## config.mk

```make
export PLATFORM = sky130hd
export DESIGN_NAME = ifmap_loader
export DESIGN_NICKNAME = d
export VERILOG_FILES = /design/src/rtl/ifmap_loader.sv
export SDC_FILE = /design/constraint.sdc
export NUM_CORES = 1
export LEC_CHECK = 0
export BUFFER_PORTS_ARGS = -buffer_cell sky130_fd_sc_hd__buf_2
export CAP_MARGIN = 20
export CORE_MARGIN = 10
export CORE_UTILIZATION = 54
export CTS_CLUSTER_SIZE = 20
export DETAILED_ROUTE_END_ITERATION = 12
export PLACE_DENSITY = 0.92
export SLEW_MARGIN = 20
export SYNTH_ARGS = -nofsm -noshare
export SYNTH_HDL_FRONTEND = slang
export SYNTH_SLANG_ARGS = --single-unit
```

## constraint.sdc

```tcl
create_clock -name clk -period 3.6 [get_ports clk]
set_input_delay 0.18 -clock clk [delete_from_list [all_inputs] [get_ports clk]]
set_output_delay 0.18 -clock clk [all_outputs]
set_load 0.005 [all_outputs]
```

## src/rtl/ifmap_loader.sv

```systemverilog
// Streams one feature map from a valid/ready source into the active ping-pong bank.
// Define LOADER_CHECKSUM_EN to add a running modulo-2^DATA_WIDTH checksum output.
module ifmap_loader #(
    parameter int unsigned DATA_WIDTH = 16,
    parameter int unsigned ADDR_WIDTH = 10,
    parameter int unsigned FMAP_WORDS = 784
) (
    input  logic                  clk,
    input  logic                  rst,
    input  logic                  transmission_start,
    input  logic [DATA_WIDTH-1:0] s_data,
    input  logic                  s_valid,
    output logic                  s_ready,
    output logic                  buf_wr_en,
    output logic [ADDR_WIDTH-1:0] buf_wr_addr,
    output logic [DATA_WIDTH-1:0] buf_wr_data,
    output logic                  buf_sel,
    output logic                  busy,
    output logic                  load_done
`ifdef LOADER_CHECKSUM_EN
    ,
    output logic [DATA_WIDTH-1:0] checksum
`endif
);

    typedef enum logic [1:0] {
        StIdle = 2'b00,
        StLoad = 2'b01,
        StDone = 2'b10
    } state_e;

    localparam logic [ADDR_WIDTH-1:0] LastIdx = ADDR_WIDTH'(FMAP_WORDS - 1);

    state_e                  state_q, state_d;
    logic [ADDR_WIDTH-1:0]   cnt_q, cnt_d;
    logic                    wr_en_q, wr_en_d;
    logic [ADDR_WIDTH-1:0]   wr_addr_q, wr_addr_d;
    logic [DATA_WIDTH-1:0]   wr_data_q, wr_data_d;
    logic                    sel_q, sel_d;

    logic handshake;
    logic start_load;
    logic last_word;

    // ---------------------------------------------------------------- FSM
    always_ff @(posedge clk) begin
        if (rst) begin
            state_q <= StIdle;
        end else begin
            state_q <= state_d;
        end
    end

    always_comb begin
        state_d = state_q;
        unique case (state_q)
            StIdle: begin
                if (transmission_start) begin
                    state_d = StLoad;
                end
            end
            StLoad: begin
                if (last_word) begin
                    state_d = StDone;
                end
            end
            StDone:  state_d = StIdle;
            default: state_d = StIdle;
        endcase
    end

    always_comb begin
        s_ready   = (state_q == StLoad);
        busy      = (state_q == StLoad) || (state_q == StDone);
        load_done = (state_q == StDone);
    end

    assign handshake  = s_valid && s_ready;
    assign start_load = (state_q == StIdle) && transmission_start;
    assign last_word  = handshake && (cnt_q == LastIdx);

    // ------------------------------------------------------------ datapath
    always_comb begin
        cnt_d = cnt_q;
        if (start_load) begin
            cnt_d = '0;
        end else if (handshake && !last_word) begin
            // Saturating at the final index keeps the address inside the map.
            cnt_d = cnt_q + 1'b1;
        end
    end

    always_comb begin
        wr_en_d   = handshake;
        wr_addr_d = wr_addr_q;
        wr_data_d = wr_data_q;
        if (handshake) begin
            wr_addr_d = cnt_q;
            wr_data_d = s_data;
        end
    end

    // Bank flips as DONE is left, so the consumer sees the new bank afterwards.
    assign sel_d = sel_q ^ (state_q == StDone);

    always_ff @(posedge clk) begin
        if (rst) begin
            cnt_q     <= '0;
            wr_en_q   <= 1'b0;
            wr_addr_q <= '0;
            wr_data_q <= '0;
            sel_q     <= 1'b0;
        end else begin
            cnt_q     <= cnt_d;
            wr_en_q   <= wr_en_d;
            wr_addr_q <= wr_addr_d;
            wr_data_q <= wr_data_d;
            sel_q     <= sel_d;
        end
    end

    assign buf_wr_en   = wr_en_q;
    assign buf_wr_addr = wr_addr_q;
    assign buf_wr_data = wr_data_q;
    assign buf_sel     = sel_q;

`ifdef LOADER_CHECKSUM_EN
    logic [DATA_WIDTH-1:0] sum_q, sum_d;

    always_comb begin
        sum_d = sum_q;
        if (start_load) begin
            sum_d = '0;
        end else if (handshake) begin
            sum_d = sum_q + s_data;
        end
    end

    always_ff @(posedge clk) begin
        if (rst) begin
            sum_q <= '0;
        end else begin
            sum_q <= sum_d;
        end
    end

    assign checksum = sum_q;
`endif

endmodule
```

## Yosys cells after proc, flatten, opt, wreduce, memory -nomap -nowiden

Index checks and enable logic that the tools add are counted.
W data, S select, Z words.

| storage, ports and cells | value |
|---|---|
| logic and storage cells | 25 |
| flip-flop bits (word level) | 40 |
| input bits | 20 |
| output and inout bits | 31 |

| operators by class | value |
|---|---|
| add/sub/neg operators | 1 |
| muxes and demuxes | 3 |
| bitwise logic cells | 1 |
| reductions and logical operators | 9 |
| equal/unequal tests | 5 |

Operators with widths:

| operator | number |
|---|---|
| $add A10 B1 Y10 const B | 1 |
| $eq A10 B10 Y1 const B | 1 |
| $logic_and A1 B1 Y1 | 4 |
| $mux W2 | 2 |
| $pmux W2 S2 | 1 |
| $eq A2 B1 Y1 const B | 1 |
| $eq A2 B2 Y1 const B | 1 |
| $logic_not A2 Y1 | 1 |
| $ne A2 B1 Y1 const B | 1 |
| $ne A2 B2 Y1 const B | 1 |
| $reduce_and A2 Y1 | 1 |
| $reduce_or A2 Y1 | 1 |
| $logic_not A1 Y1 | 1 |
| $logic_or A1 B1 Y1 | 1 |
| $xor A1 B1 Y1 | 1 |

## Logic depth before layout (Yosys ltp)

Gate-level depths: netlist of run 1.

| depth | value |
|---|---|
| word-level depth | 5 |
| gate-level depth with buffers | 7 |
| mapped depth without buffers | 6 |

## Worst setup path after synthesis of run 1

No wires, ideal clock.

| path | value |
|---|---|
| path kind | register -> register |
| from | register state_q[1] |
| to | register wr_data_q[10], in the netlist buf_wr_data[10] |
| cell stages (with the launch flop) | 8 |
| slack | 2113 ps |
| data required time | 3530 ps |
| arrival | 1416 ps |
| setup time | 70 ps |
| path through | dfxtp_1 > inv_1 > ha_1 > nand2_1 > buf_2 > buf_1 > nand2_1 > a21oi_1 |

| on the way | value |
|---|---|
| word-level cells in the longest chain between the ends | 2 |

RTL lines:

| item | line | source |
|---|---|---|
| from (decl) | 34 | `state_e state_q, state_d;` |
| from (signal assigned) | 48 | `state_q <= StIdle;` |
| from (signal assigned) | 50 | `state_q <= state_d;` |
| $eq A2 B1 Y1 | 73 | `s_ready = (state_q == StLoad);` |
| named net s_ready | 13 | `output logic s_ready,` |
| $logic_and A1 B1 Y1 | 78 | `assign handshake = s_valid && s_ready;` |
| to (signal assigned) | 117 | `wr_data_q <= wr_data_d;` |
| to (decl) | 38 | `logic [DATA_WIDTH-1:0] wr_data_q, wr_data_d;` |

The timed path passes the listed nets, and every way through them passes these cells.
A chain may end at the register's enable or synchronous reset.

## Worst setup path in the final report of run 1

| path | value |
|---|---|
| from | register state_q[1] |
| to | register cnt_q[1] |

| on the way | value |
|---|---|
| word-level cells in the longest chain between the ends | 5 |
| elaborated cells between the ends (all ways) | 8 |
| those cells by class | 1 x eq/ne; 7 x reduce/logical |

RTL lines:

| item | line | source |
|---|---|---|
| $eq A2 B1 Y1 | 73 |  |
| $logic_and A1 B1 Y1 | 78 |  |
| $logic_and A1 B1 Y1 | 80 | `assign last_word = handshake && (cnt_q == LastIdx);` |
| $logic_not A1 Y1 | 87 | `end else if (handshake && !last_word) begin` |
| $logic_and A1 B1 Y1 | 87 |  |
| to (signal assigned) | 114 | `cnt_q <= cnt_d;` |
| to (decl) | 35 | `logic [ADDR_WIDTH-1:0] cnt_q, cnt_d;` |

Several ways; a longest one is shown, not always the timed one.

==> results of run 1 <==
## critical path, delay by kind of cell, from the launching register on
kind / cells / cell delay (ns)
AND/OR/NAND/NOR: 2 / 0.65
AO/OA/AOI/OAI: 1 / 0.52
flip-flops: 1 / 0.34
adder cells (fa/ha/maj): 1 / 0.30
multiplexers: 1 / 0.23
buffers and inverters: 1 / 0.13
## sequential cells by signal (all words and copies together) (netlist names)
signal and count:
state_q 2, buf_wr_en 1, buf_wr_data 16, cnt_q 10, buf_sel 1, buf_wr_addr 10
## path summary, 6_finish.rpt
kind | startpoint | end | slack, ns | cells past startpoint
max reg2reg | state_q[1]$_SDFFE_PP0P_ | cnt_q[1]$_SDFFE_PP0P_ | 1.33 | 6
min | s_data[3] | buf_wr_data[3]$_SDFFE_PP0P_ | 0.06 | 3
min reg2reg | buf_wr_data[9]$_SDFFE_PP0P_ | buf_wr_data[9]$_SDFFE_PP0P_ | 0.46 | 2
max | state_q[1]$_SDFFE_PP0P_ | cnt_q[1]$_SDFFE_PP0P_ | 1.33 | 6
## routing by layer
metal  up-vias  GRT usage [%]  part of all wire, %
met5         -              0                    0
met4         0           7.42                  2.1
met3         8           4.34                  7.0
met2        46           23.8                   50
met1       635           14.3                   41
li1        731              -                    -
## logic make-up after synthesis
group           Yosys count  share of synthesized area (%)
fa+ha+maj                 6                           4.56
compound gates           36                           12.1
flops                    40                           48.6
buf+inv                  14                           3.95
simple gates             88                           25.2
xor+xnor                  7                           3.72
mux                       3                           1.82
## through the flow
stage | hold slack (ns) | worst slack (ns) | std cells | util [%]
global placement | 0.420 | 1.46 | 264 | 66.5
floorplan | 0.316 | 2.11 | 194 | -
detailed placement | 0.429 | 1.36 | 264 | 66.5
global route | 0.0502 | 1.12 | 272 | 69.9
CTS | 0.0488 | 1.34 | 272 | 69.9
finish | 0.0561 | 1.33 | 272 | 69.9
## cells in the final DEF (no fill, tap or decap)
cell,count
sky130_fd_sc_hd__a211oi_1,1
sky130_fd_sc_hd__a21o_1,1
sky130_fd_sc_hd__a21oi_1,28
sky130_fd_sc_hd__a31oi_1,3
sky130_fd_sc_hd__and2_1,1
sky130_fd_sc_hd__and3_1,2
sky130_fd_sc_hd__and4_2,1
sky130_fd_sc_hd__buf_2,50
sky130_fd_sc_hd__bufinv_16,1
sky130_fd_sc_hd__clkbuf_4,5
sky130_fd_sc_hd__clkbuf_8,2
sky130_fd_sc_hd__dfxtp_1,40
sky130_fd_sc_hd__ha_1,6
sky130_fd_sc_hd__inv_1,3
sky130_fd_sc_hd__mux2i_1,3
sky130_fd_sc_hd__nand2_1,54
sky130_fd_sc_hd__nand2b_1,5
sky130_fd_sc_hd__nand3_1,5
sky130_fd_sc_hd__nand4_1,2
sky130_fd_sc_hd__nand4_2,1
sky130_fd_sc_hd__nor2_1,10
sky130_fd_sc_hd__nor2b_1,2
sky130_fd_sc_hd__nor3_1,2
sky130_fd_sc_hd__nor4_2,1
sky130_fd_sc_hd__nor4b_4,1
sky130_fd_sc_hd__o21ai_0,1
sky130_fd_sc_hd__o21bai_1,1
sky130_fd_sc_hd__o22ai_2,1
sky130_fd_sc_hd__or3_1,1
sky130_fd_sc_hd__xnor2_1,5
sky130_fd_sc_hd__xor2_1,2
## power groups by stage
stage | clock network, W | registers, W | logic [W]
floorplan | 0 | 0.000513 | 0.000154
global placement | 0 | 0.000509 | 0.000224
detailed placement | 0 | 0.000513 | 0.000231
CTS | 0.000334 | 0.000503 | 0.000232
global route | 0.000352 | 0.000508 | 0.000258
finish | 0.000328 | 0.000503 | 0.000228
## final cells by class
cell class	instances	share of cell area, %
sequential	40	40.5
multi-input combinational	140	39.5
timing repair buffer	50	12.7
clock buffer	7	3.29
tap	31	1.96
clock inverter	1	1.52
inverter	3	0.570
==> impl_metrics.tcl, run 1 <==
set metrics [dict create \
    end_kind "flip-flop" \
    hold_viol 0 \
    clock_insertion_delay_worst_skew_ns 0.35 \
    synth-seq-area-share_pct 48.6 \
    fin_tns_setup_ns 0 \
    critPathSlowestCell "sky130_fd_sc_hd__nand2_1" \
    layout.cell_area.non_filler_um2 1980 \
    synth_async_sr_flop_share_pct 0 \
    cts-root-to-sink-buffers 2 \
    switching_share_pct 28.5 \
    cp_slowest_stage_delay_ns 0.60 \
    cts_root_buffer "sky130_fd_sc_hd__clkbuf_4" \
    rows 19 \
    placed_area_um2 1880 \
    holdBufCountCts 0 \
    detailed_place_hpwl_um 2830 \
    final_net_count 266 \
    ant_nets 0 \
    combinational_power_share_pct 21.5 \
    rsz0062_at_grt "false" \
    filler_cell_count 229 \
    floorplan.io_pins 51 \
    synth.most_common_cell "sky130_fd_sc_hd__nand2_1" \
    multi_input_area_um2 781 \
    post-cts-setup-buffer-count 0 \
    core-area_um2 2830 \
    sequential_cell_area_um2 801 \
    synth_top_area_cell "sky130_fd_sc_hd__dfxtp_1" \
    gp_congestion 0.799 \
    final_min_period_over_clock_period_pct 63.0 \
    power_frac_clock_pct 31.0 \
    synth_top_cells_by_count "54 x sky130_fd_sc_hd__nand2_1, 40 x sky130_fd_sc_hd__dfxtp_1, 28 x sky130_fd_sc_hd__a21oi_1" \
    max_slew_margin_pct 37.2 \
    count_of_vias_placed_by_the_detailed_router 1420 \
    grt_max_degree 34 \
    vias_per_cell 5.22 \
    synthesis.area_per_instance_um2 8.49 \
    cts-htree-levels 2 \
    internal_w 0.000757 \
    setup_viol_count_final 0 \
    p_r_area_growth_vs_syn_pct 20.1 \
    final.setup_skew_ns 0.00581 \
    cts_repair_resize_count 0 \
    number_of_pins_exceeding_their_max_slew_limit_in_the_final_report 0 \
    totalWireLength_um 3870 \
    total_leakage_power_nw 0.839 \
    critPathArrivalTime_ns 2.51 \
    synthesis.instances 194 \
    synthDominantCellAreaShare_pct 48.6 \
    grt_first_pass_wirelength_um 6040 \
    fmax_ghz 0.441 \
    yosys_register_bits 40 \
    netlist_area_pre_place_um2 1650 \
    min_path_type "in -> reg" \
    pwr-share-seq_pct 47.5 \
    synth_nets 220 \
    worst_path_required_ns 3.84 \
    dieArea_um2 5660 \
    synth-main-ff-cell "sky130_fd_sc_hd__dfxtp_1" \
    max-cap-violations 0 \
    detail_route.first_pass.iterations 4 \
    clock_sinks 40 \
    power-per-cell-area_nw_per_um2 536 \
    overflow 0 \
    total_power_w 0.00106 \
    top_post_synthesis_cells_by_area "sky130_fd_sc_hd__dfxtp_1 49%, sky130_fd_sc_hd__nand2_1 12%, sky130_fd_sc_hd__a21oi_1 8.5%, sky130_fd_sc_hd__ha_1 4.6%, sky130_fd_sc_hd__xnor2_1 2.7%" \
    period_minus_slack_ns 2.27 \
    route.detailed.wl_per_inst_um 14.2 \
    drc 0 \
    tritoncts "built" \
    yosysWarningCount 0 \
    timing_worst_slew_pin_value_ns 0.940 \
    dieWidth_um 75.2 \
    grt_antenna_before_repair 0 \
    grt_usage_pct 13.6 \
    input_output_buffers 50 \
    drt_iter0_drc 94 \
    outcome "complete, no violations" \
    post_route_cells_drive_above_1_share_pct 26.1 \
    netSwitchingPower_w 0.000302 \
    worst_setup_hold_path_clk_slew_ns 0.11 \
    crit_path_cell_chain "inv_1 > ha_1 > nand2_1 > a31oi_1 > mux2i_1 > nor2_1" \
    worst_ir_drop_vdd_mv 0.359 \
    criticalPathCategory "reg -> reg" \
    synth_enable_flop_cells 0 \
    antenna-diode-count 0 \
    floorplan.initialDensity_pct 58.2 \
    cts-buffers-inserted 5 \
    synth.distinct_cells 31 \
    crit_fanout 30 \
    die_h_um 75.2 \
    crit_path_start_kind "flip-flop" \
    via_count_of_the_first_global_routing_pass 1370 \
]
No activity file was read; power rests on OpenSTA's default activity.
==> run 2: changes to the inputs <==
--- a/config.mk
+++ b/config.mk
@@ -8,10 +8,10 @@
 export BUFFER_PORTS_ARGS = -buffer_cell sky130_fd_sc_hd__buf_2
 export CAP_MARGIN = 20
 export CORE_MARGIN = 10
-export CORE_UTILIZATION = 54
+export CORE_UTILIZATION = 50
 export CTS_CLUSTER_SIZE = 20
 export DETAILED_ROUTE_END_ITERATION = 12
-export PLACE_DENSITY = 0.92
+export PLACE_DENSITY = 0.86
 export SLEW_MARGIN = 20
 export SYNTH_ARGS = -nofsm -noshare
 export SYNTH_HDL_FRONTEND = slang
==> constraint.sdc (replaced) <==
create_clock -name clk -period 2.1 [get_ports clk]
set_input_delay 0.105 -clock clk [delete_from_list [all_inputs] [get_ports clk]]
set_output_delay 0.105 -clock clk [all_outputs]
set_load 0.005 [all_outputs]
==> run 2 against run 1 <==
Non-clock buffer count grew 19. Clock power up 70%. Setup slack got worse by 0.97 ns. Power increased by 77%. Largest cell class unchanged.
==> impl_metrics.tcl, run 2 (synthesized netlist as in run 1, its figures left out) <==
set metrics [dict create \
    input_output_buffers 50 \
    grt_usage_pct 14.1 \
    final_min_period_over_clock_period_pct 82.9 \
    fin_tns_setup_ns 0 \
    crit_path_start_kind "flip-flop" \
    final_net_count 285 \
    max_ffs_per_register 16 \
    cts_root_buffer "sky130_fd_sc_hd__clkbuf_4" \
    cts-htree-levels 2 \
    floorplan.io_pins 51 \
    max_slew_margin_pct 72.0 \
    via_count_of_the_first_global_routing_pass 1437 \
    hold_viol 0 \
    cts-root-to-sink-buffers 2 \
    rsz0062_at_grt "false" \
    critPathArrivalTime_ns 2.01 \
    core-area_um2 3100 \
    fmax_ghz 0.575 \
    totalWireLength_um 4330 \
    max-cap-violations 0 \
    vias_per_cell 4.95 \
    cts-buffers-inserted 5 \
    clock_sinks 40 \
    gp_congestion 0.797 \
    grt_antenna_before_repair 0 \
    worstRegToRegCells 6 \
    layout_commonest_cell "sky130_fd_sc_hd__nand2_1" \
    drc 0 \
    detailed_place_hpwl_um 2980 \
    end_kind "flip-flop" \
    worst_hold_slack_ns 0.0136 \
    grt_max_degree 33 \
    ant_nets 0 \
    number_of_pins_exceeding_their_max_slew_limit_in_the_final_report 0 \
    dieWidth_um 77.4 \
    overflow 0 \
    post_route_cells_drive_above_1_share_pct 26.2 \
    worst_ir_drop_vdd_mv 0.599 \
    power-per-cell-area_nw_per_um2 864 \
    p_r_area_growth_vs_syn_pct 31.8 \
    total_leakage_power_nw 0.923 \
    die_h_um 77.4 \
    worst_path_required_ns 2.37 \
    postLayoutCoreUtil_pct 70.0 \
    criticalPathCategory "reg -> reg" \
    drt_iter0_drc 139 \
    dieArea_um2 5990 \
    count_of_vias_placed_by_the_detailed_router 1506 \
    rows 20 \
    worst_setup_hold_path_clk_slew_ns 0.12 \
    multi_input_area_um2 781 \
    crit_fanout 13 \
    setup_viol_count_final 0 \
    min_path_type "in -> reg" \
    clock_insertion_delay_worst_skew_ns 0.34 \
    sequential_cell_area_um2 801 \
    antenna-diode-count 0 \
    timing_worst_slew_pin_value_ns 0.420 \
    final.setup_skew_ns 0.00674 \
    outcome "complete, no violations" \
    detail_route.first_pass.iterations 6 \
    grt_first_pass_wirelength_um 7000 \
    tritoncts "built" \
    final_cell_mix "54 x sky130_fd_sc_hd__nand2_1, 50 x sky130_fd_sc_hd__buf_2, 40 x sky130_fd_sc_hd__dfxtp_1, 28 x sky130_fd_sc_hd__a21oi_1, 14 x sky130_fd_sc_hd__dlygate4sd3_1" \
    filler_cell_count 256 \
    route.detailed.wl_per_inst_um 14.3 \
    period_minus_slack_ns 1.74 \
    post-cts-setup-buffer-count 0 \
    floorplan.initialDensity_pct 53.1 \
    min_delay_path_depth 3 \
]
==> run 2: cell types whose count changed in the layout (fill, tap and decap cells not counted) <==
cell                            delta
sky130_fd_sc_hd__dlygate4sd3_1    +14
sky130_fd_sc_hd__buf_4             +5
==> run 2: area by class of cell <==
type	count	share of cell area (%)
Clock inverter	1	1.38
Clock buffer	7	3.00
Inverter	3	0.519
Timing Repair Buffer	69	19.7
Multi-Input combinational cell	140	36.0
Tap cell	44	2.54
Sequential cell	40	36.9
==> run 2: repair_timing <==
item                                   CTS  global route
endpoints found under the hold margin   14             0
gates resized for setup                  0             0
hold buffers                            14             0
==> run 2: critical path: stages, from the launching register on <==
cell	delay (ns)
sky130_fd_sc_hd__dfxtp_1	0.35
sky130_fd_sc_hd__inv_1	0.12
sky130_fd_sc_hd__ha_1	0.30
sky130_fd_sc_hd__and2_1	0.43
sky130_fd_sc_hd__buf_4	0.24
sky130_fd_sc_hd__nand2_1	0.08
sky130_fd_sc_hd__a21oi_1	0.15
==> run 2: metrics by stage <==
| step | power [W] | instances | worst slack [ns] | cell area, um^2 |
|---|---|---|---|---|
| after detailed placement | 0.00131 | 282 | 0.441 | 1940 |
| after global placement | 0.00129 | 282 | 0.560 | 1940 |
| after floorplan | 0.00114 | 194 | 0.613 | 1650 |
| final | 0.00187 | 304 | 0.360 | 2170 |
| after global routing | 0.00198 | 304 | 0.208 | 2170 |
| after CTS | 0.00188 | 304 | 0.360 | 2170 |
==> run 2: worst paths after layout <==
path | startpoint | end | slack, ns
hold / removal | s_data[12] | buf_wr_data[12]$_SDFFE_PP0P_ | 0.01
hold reg to reg | buf_wr_addr[6]$_SDFFE_PP0P_ | buf_wr_addr[6]$_SDFFE_PP0P_ | 0.46
setup / recovery | state_q[1]$_SDFFE_PP0P_ | buf_wr_data[0]$_SDFFE_PP0P_ | 0.36
setup reg to reg | state_q[1]$_SDFFE_PP0P_ | buf_wr_data[0]$_SDFFE_PP0P_ | 0.36
==> run 2: per-layer routing <==
metal	part of all wire, %	up-vias	track usage [%]	routed length [um]
met5	0	-	0	0
met4	1.4	0	3.83	59
met3	8.0	6	5.88	346
met2	49	53	24.3	2140
met1	41	668	15.7	1780
li1	-	779	-	-
==> run 2: power breakdown <==
part | switching, W | total (W) | internal [W]
Clock | 0.000242 | 0.000558 | 0.000316
Sequential | 0.0000398 | 0.000862 | 0.000822
Combinational | 0.000255 | 0.000454 | 0.000199
